### config.mk
export PLATFORM = sky130hd
export DESIGN_NAME = pgm_frame_sequencer
export DESIGN_NICKNAME = d
export VERILOG_FILES = /design/src/rtl/pgm_frame_sequencer.sv
export SDC_FILE = /design/constraint.sdc
export NUM_CORES = 1
export LEC_CHECK = 0
export BUFFER_PORTS_ARGS = -buffer_cell sky130_fd_sc_hd__buf_2
export CORE_ASPECT_RATIO = 0.8
export CORE_MARGIN = 10
export CORE_UTILIZATION = 50
export DETAILED_ROUTE_END_ITERATION = 7
export PLACE_DENSITY = 0.75
export SYNTH_ARGS = -nofsm -noshare
export SYNTH_HDL_FRONTEND = slang
export SYNTH_SLANG_ARGS = --single-unit
### constraint.sdc
create_clock -name clock -period 7.7 [get_ports clock]
set_input_delay 0.77 -clock clock [delete_from_list [all_inputs] [get_ports clock]]
set_output_delay 0.77 -clock clock [all_outputs]
set_load 0.005 [all_outputs]
### src/rtl/pgm_frame_sequencer.sv
// Frame sequencer: parses a PGM header (magic, width, height, maxval) and then streams
// width*height clamped pixels to the filter engine. Optional macro ROW_MARK_EN adds px_eol.
module pgm_frame_sequencer #(
  parameter logic [31:0] MAGIC   = 32'h0000_5032,
  parameter int          MAX_DIM = 4095
) (
  input  logic        clock,
  input  logic        reset,
  input  logic        start,
  input  logic [1:0]  filter_type_in,
  input  logic        in_valid,
  output logic        in_ready,
  input  logic [31:0] in_data,
  output logic        px_valid,
  input  logic        px_ready,
  output logic [7:0]  px_data,
  output logic [1:0]  px_filter_type,
  output logic [11:0] frame_width,
  output logic [11:0] frame_height,
  output logic        busy,
  output logic        done,
  output logic        error,
  output logic        sat_flag
`ifdef ROW_MARK_EN
  , output logic      px_eol
`endif
);

  typedef enum logic [3:0] {
    IDLE      = 4'd0,
    HDR_MAGIC = 4'd1,
    HDR_W     = 4'd2,
    HDR_H     = 4'd3,
    HDR_MAX   = 4'd4,
    STREAM    = 4'd5,
    DRAIN     = 4'd6,
    DONE      = 4'd7,
    ERROR     = 4'd8
  } state_t;

  localparam logic [31:0] MAX_DIM_W = 32'(MAX_DIM);

  state_t      state_r;
  logic [7:0]  maxval_r;
  logic [23:0] total_r;
  logic [23:0] count_r;
  logic        accept_s;
  logic        hdr_ok_s;
  logic        last_s;
  logic        over_s;
`ifdef ROW_MARK_EN
  logic [11:0] col_r;
  logic        eol_s;
`endif

  function automatic logic in_range(input logic [31:0] v, input logic [31:0] hi);
    in_range = (v >= 32'd1) && (v <= hi);
  endfunction

  // Upstream handshake: headers always accepted, pixels only when the output slot frees up
  always_comb begin
    in_ready = 1'b0;
    case (state_r)
      HDR_MAGIC, HDR_W, HDR_H, HDR_MAX: in_ready = 1'b1;
      STREAM:                           in_ready = !px_valid || px_ready;
      default:                          in_ready = 1'b0;
    endcase
  end

  // Header word validation for the current header state
  always_comb begin
    hdr_ok_s = 1'b0;
    case (state_r)
      HDR_MAGIC:    hdr_ok_s = (in_data == MAGIC);
      HDR_W, HDR_H: hdr_ok_s = in_range(in_data, MAX_DIM_W);
      HDR_MAX:      hdr_ok_s = in_range(in_data, 32'd255);
      default:      hdr_ok_s = 1'b0;
    endcase
  end

  assign accept_s = in_valid && in_ready;
  assign last_s   = (count_r == (total_r - 24'd1));
  assign over_s   = (in_data > {24'd0, maxval_r});
`ifdef ROW_MARK_EN
  assign eol_s    = (col_r == (frame_width - 12'd1));
`endif

  // Main sequencer FSM with registered status and pixel outputs
  always_ff @(posedge clock) begin
    if (reset) begin
      state_r        <= IDLE;
      maxval_r       <= 8'd0;
      total_r        <= 24'd0;
      count_r        <= 24'd0;
      px_valid       <= 1'b0;
      px_data        <= 8'd0;
      px_filter_type <= 2'd0;
      frame_width    <= 12'd0;
      frame_height   <= 12'd0;
      busy           <= 1'b0;
      done           <= 1'b0;
      error          <= 1'b0;
      sat_flag       <= 1'b0;
`ifdef ROW_MARK_EN
      col_r          <= 12'd0;
      px_eol         <= 1'b0;
`endif
    end else begin
      done <= 1'b0;
      case (state_r)
        IDLE, ERROR: begin
          if (start) begin
            state_r        <= HDR_MAGIC;
            px_filter_type <= filter_type_in;
            error          <= 1'b0;
            sat_flag       <= 1'b0;
            count_r        <= 24'd0;
            frame_width    <= 12'd0;
            frame_height   <= 12'd0;
            busy           <= 1'b1;
`ifdef ROW_MARK_EN
            col_r          <= 12'd0;
            px_eol         <= 1'b0;
`endif
          end
        end
        HDR_MAGIC, HDR_W, HDR_H, HDR_MAX: begin
          if (accept_s) begin
            if (!hdr_ok_s) begin
              state_r <= ERROR;
              error   <= 1'b1;
              busy    <= 1'b0;
            end else begin
              case (state_r)
                HDR_MAGIC: state_r <= HDR_W;
                HDR_W: begin
                  frame_width <= in_data[11:0];
                  state_r     <= HDR_H;
                end
                HDR_H: begin
                  frame_height <= in_data[11:0];
                  state_r      <= HDR_MAX;
                end
                default: begin
                  maxval_r <= in_data[7:0];
                  total_r  <= {12'd0, frame_width} * {12'd0, frame_height};
                  state_r  <= STREAM;
                end
              endcase
            end
          end
        end
        STREAM: begin
          if (accept_s) begin
            px_valid <= 1'b1;
            px_data  <= over_s ? maxval_r : in_data[7:0];
            count_r  <= count_r + 24'd1;
            if (over_s) sat_flag <= 1'b1;
            if (last_s) state_r <= DRAIN;
`ifdef ROW_MARK_EN
            px_eol <= eol_s;
            col_r  <= eol_s ? 12'd0 : col_r + 12'd1;
`endif
          end else if (px_ready) begin
            px_valid <= 1'b0;
          end
        end
        DRAIN: begin
          if (px_ready) begin
            px_valid <= 1'b0;
            done     <= 1'b1;
            state_r  <= DONE;
          end
        end
        DONE: begin
          busy    <= 1'b0;
          state_r <= IDLE;
        end
        default: begin
          state_r  <= ERROR;
          error    <= 1'b1;
          busy     <= 1'b0;
          px_valid <= 1'b0;
        end
      endcase
    end
  end

endmodule

==> summary.txt <==
Worst setup path
  – Setup crit start kind: flip-flop
  – Critical Path Fanout Max: 14
  – R2R cell count: 17
  – Setup CP Type: flip-flop to flip-flop
  – Worst Path Arrival: 6.25 ns
  – Most Frequent Cell on Critical Path: fa_1
  – Flop2flop setup slack: 1.76 ns
  – CP max stage cell: dfxtp_1
  – R2r startpoint: frame_height[10]$_SDFFE_PP0P_
  – Critical Path, Cell by Cell: nand2_1 > fa_1 > fa_1 > inv_1 > fa_1 > fa_1 > inv_1 > fa_1 > inv_1 > ha_1 > a21o_1 > a21oi_1 > a311oi_1 > a311oi_1 > o21ai_0 > or4b_2 > nand3_1
  – CP Capture Type: flip-flop
  – Crit Reg-Reg Endpoint: total_r[22]$_SDFFE_PP0P_
  – Required time of the critical path: 8.00 ns
  – Critical path's largest stage delay: 0.64 ns

Floorplanning
  – Die X: 178 um
  – Initial Util: 50.8%
  – Die height: 147 um
  – Core outline area: 19700 um2
  – Number of I/O pins: 79
  – Cell Rows: 46
  – Die area: 26200 um2

Power
  – Lkg Pwr: 5.04 nW
  – Peak supply drop: 0.0896 mV
  – Pwr Density: 110 nW/um2

Clock network
  – Postcts setup bufs: 0
  – Worst-path clk slew: 0.08 ns
  – Total CTS buffers: 9
  – Skew-Pair Late Insertion Delay: 0.36 ns
  – Clk sinks: 99
  – H-tree depth: 3
  – Post-CTS sizing: 0
  – Clock Tree Root: clkbuf_16
  – Bufs on Longest Clock Path: 2
  – CTS tree: built
  – Hold_buf cts: 0

Global routing
  – Global-route wire length before repair: 42.1 mm
  – Largest net degree at the start of global routing: 80
  – Total GRT Usage: 19.2%
  – Initial antenna violation count: 0
  – Remaining Overflow, GRT: 0
  – Vias in the first global route: 8565

Cells and area
  – Finished Core Util: 55.0%
  – Layout Nets: 1488
  – Final std cells w/o fill: 1547
  – Commonest non-fill, non-tap cell in the layout: nand2_1
  – Most frequent cells in the layout: nand2_1 (210), inv_1 (156), fa_1 (100)
  – Area growth, synth to finish: 8.35%
  – Layout cell share with drive strength beyond 1: 9.20%

Routing
  – Total Wirelength: 24.5 mm
  – Vias: 8583
  – Vias per cell: 5.55
  – Remaining routing DRC violations: 0
  – Initial drt markers: 641
  – 1st-pass router iterations: 5
  – Routed wire per std cell: 15.8 um
  – Post-route ant nets: 0

Place
  – DP HPWL: 19.0 mm
  – Dpl cells: 1530
  – Port Buffers: 78
  – Dpl ws: 1.88 ns
  – GP Congestion: 0.898

Timing
  – Max_slew headroom: 32.4%
  – Worst-margin pin slew: 1.01 ns
  – Maximum achievable frequency: 0.168 GHz
  – Final Cycle Share: 77.2%
  – Fin. max-slew vios: 0
  – RSZ-0062 raised after global routing: no
  – Clock skew: 0.0125 ns
  – Final Hold Fails: 0
  – Tmin final: 5.94 ns
  – Final WS setup: 1.76 ns
  – Final setup TNS: 0 ns
  – Setup-failing EPs final: 0

Logic synthesis
  – Post-synth EDFFs: 0
  – Register area share after synthesis: 19.8%
  – Synth top area share: 20.0%
  – Largest cells by area after synthesis: fa_1 (20%), dfxtp_1 (20%), ha_1 (9.0%)
  – Mapped Nets: 1457
  – Number of synthesized register bits: 99
  – Async set or reset register ratio after synthesis: 0%
  – Area leader, netlist: fa_1
  – Post-Syn Area per Cell: 8.05 um2
  – Cell Area, Synth: 10000 um2
  – Yosys warns: 0
  – Post-synth cell types: 62
  – Cells after synthesis: 1246
  – Main synth FF type: dfxtp_1

Job
  – Max-cap violations: 0

Hold path
  – Hold EP: px_filter_type[1]$_SDFFE_PP0P_
  – Hold Path Cell Cnt: 2
  – Hold crit path type: flip-flop to flip-flop
  – Hold Startpoint: px_filter_type[1]$_SDFFE_PP0P_

Status
  – Outcome: completed
## worst max path at each step
stage / from / endpoint / depth (start not counted)
after floorplan: frame_height[11]$_SDFFE_PP0P_ / total_r[22]$_SDFFE_PP0P_ / 18
after global placement: frame_height[5]$_SDFFE_PP0P_ / total_r[22]$_SDFFE_PP0P_ / 17
after detailed placement: frame_height[10]$_SDFFE_PP0P_ / total_r[22]$_SDFFE_PP0P_ / 17
after CTS: frame_height[10]$_SDFFE_PP0P_ / total_r[22]$_SDFFE_PP0P_ / 17
after global routing: frame_height[10]$_SDFFE_PP0P_ / total_r[22]$_SDFFE_PP0P_ / 17
final: frame_height[10]$_SDFFE_PP0P_ / total_r[22]$_SDFFE_PP0P_ / 17
## per-layer routing
| layer | vias to the layer above | global-route usage [%] | part of all wire [%] |
|---|---|---|---|
| met5 | - | 0 | 0 |
| met4 | 0 | 4.62 | 1.6 |
| li1 | 4120 | - | - |
| met3 | 32 | 4.10 | 7.4 |
| met2 | 236 | 30.4 | 47 |
| met1 | 4195 | 26.2 | 44 |
## registers in the layout, summed over array words and instances, names as in the netlist
| signal | count |
|---|---|
| busy | 1 |
| frame_height | 12 |
| maxval_r | 8 |
| state_r | 4 |
| error | 1 |
| px_filter_type | 2 |
| done | 1 |
| count_r | 24 |
| frame_width | 12 |
| total_r | 24 |
| px_data | 8 |
| px_valid | 1 |
| sat_flag | 1 |
## worst max-delay path, delay by kind of cell (launching register included)
kind	cells	cell delay (ns)
flops	1	0.64
simple gates	3	0.87
fa+ha+maj	6	2.98
compound gates	5	1.24
buf+inv	3	0.16
## through the flow
step / hold slack (ns) / cell area, um2 / total power, W
after floorplan: 0.443 / 10000 / 0.000649
after global placement: 0.439 / 10500 / 0.000709
after detailed placement: 0.448 / 10500 / 0.000712
after CTS: 0.460 / 10900 / 0.00121
after global routing: 0.493 / 10900 / 0.00125
final: 0.457 / 10900 / 0.00119
## synth_stat cells, drive strengths merged (5+ instances only)
library cell,number
nor3,27
nand2,210
inv,156
or4,6
fa,100
nand3,23
a2111oi,5
a211oi,16
buf,8
xnor2,42
mux2i,25
o21ai,27
nand3b,7
dfxtp,99
or2,5
a21oi,70
nor2b,6
nand2b,8
xor2,22
a21o,5
nor4b,8
a31oi,7
and2,65
nor4,15
nor2,86
nand4,18
clkbuf,56
ha,72
## power breakdown
part / total (W) / leakage (nW) / switching (W) / internal (W)
Sequential: 0.000555 / 0.799 / 0.0000339 / 0.000521
Clock: 0.000491 / 0.151 / 0.000230 / 0.000260
Combinational: 0.000146 / 4.09 / 0.0000913 / 0.0000550
## logic make-up after synthesis
group           Yosys count  share of synthesized area [%]
compound gates          157                           9.69
flops                    99                           19.8
mux                      25                           2.50
simple gates            509                           25.2
xor+xnor                 64                           5.59
buf+inv                 220                           8.36
fa+ha+maj               172                           28.9
## final cells by class
| cell class | instances | area [um2] |
|---|---|---|
| timing repair buffer | 84 | 435 |
| antenna | 1 | 2.50 |
| inverter | 156 | 586 |
| fill | 1833 | 8880 |
| tap | 264 | 330 |
| sequential | 99 | 1980 |
| clock inverter | 7 | 91.3 |
| clock buffer | 9 | 225 |
| multi-input combinational | 927 | 7210 |
Note: power is estimated with default switching activity, not from simulation.
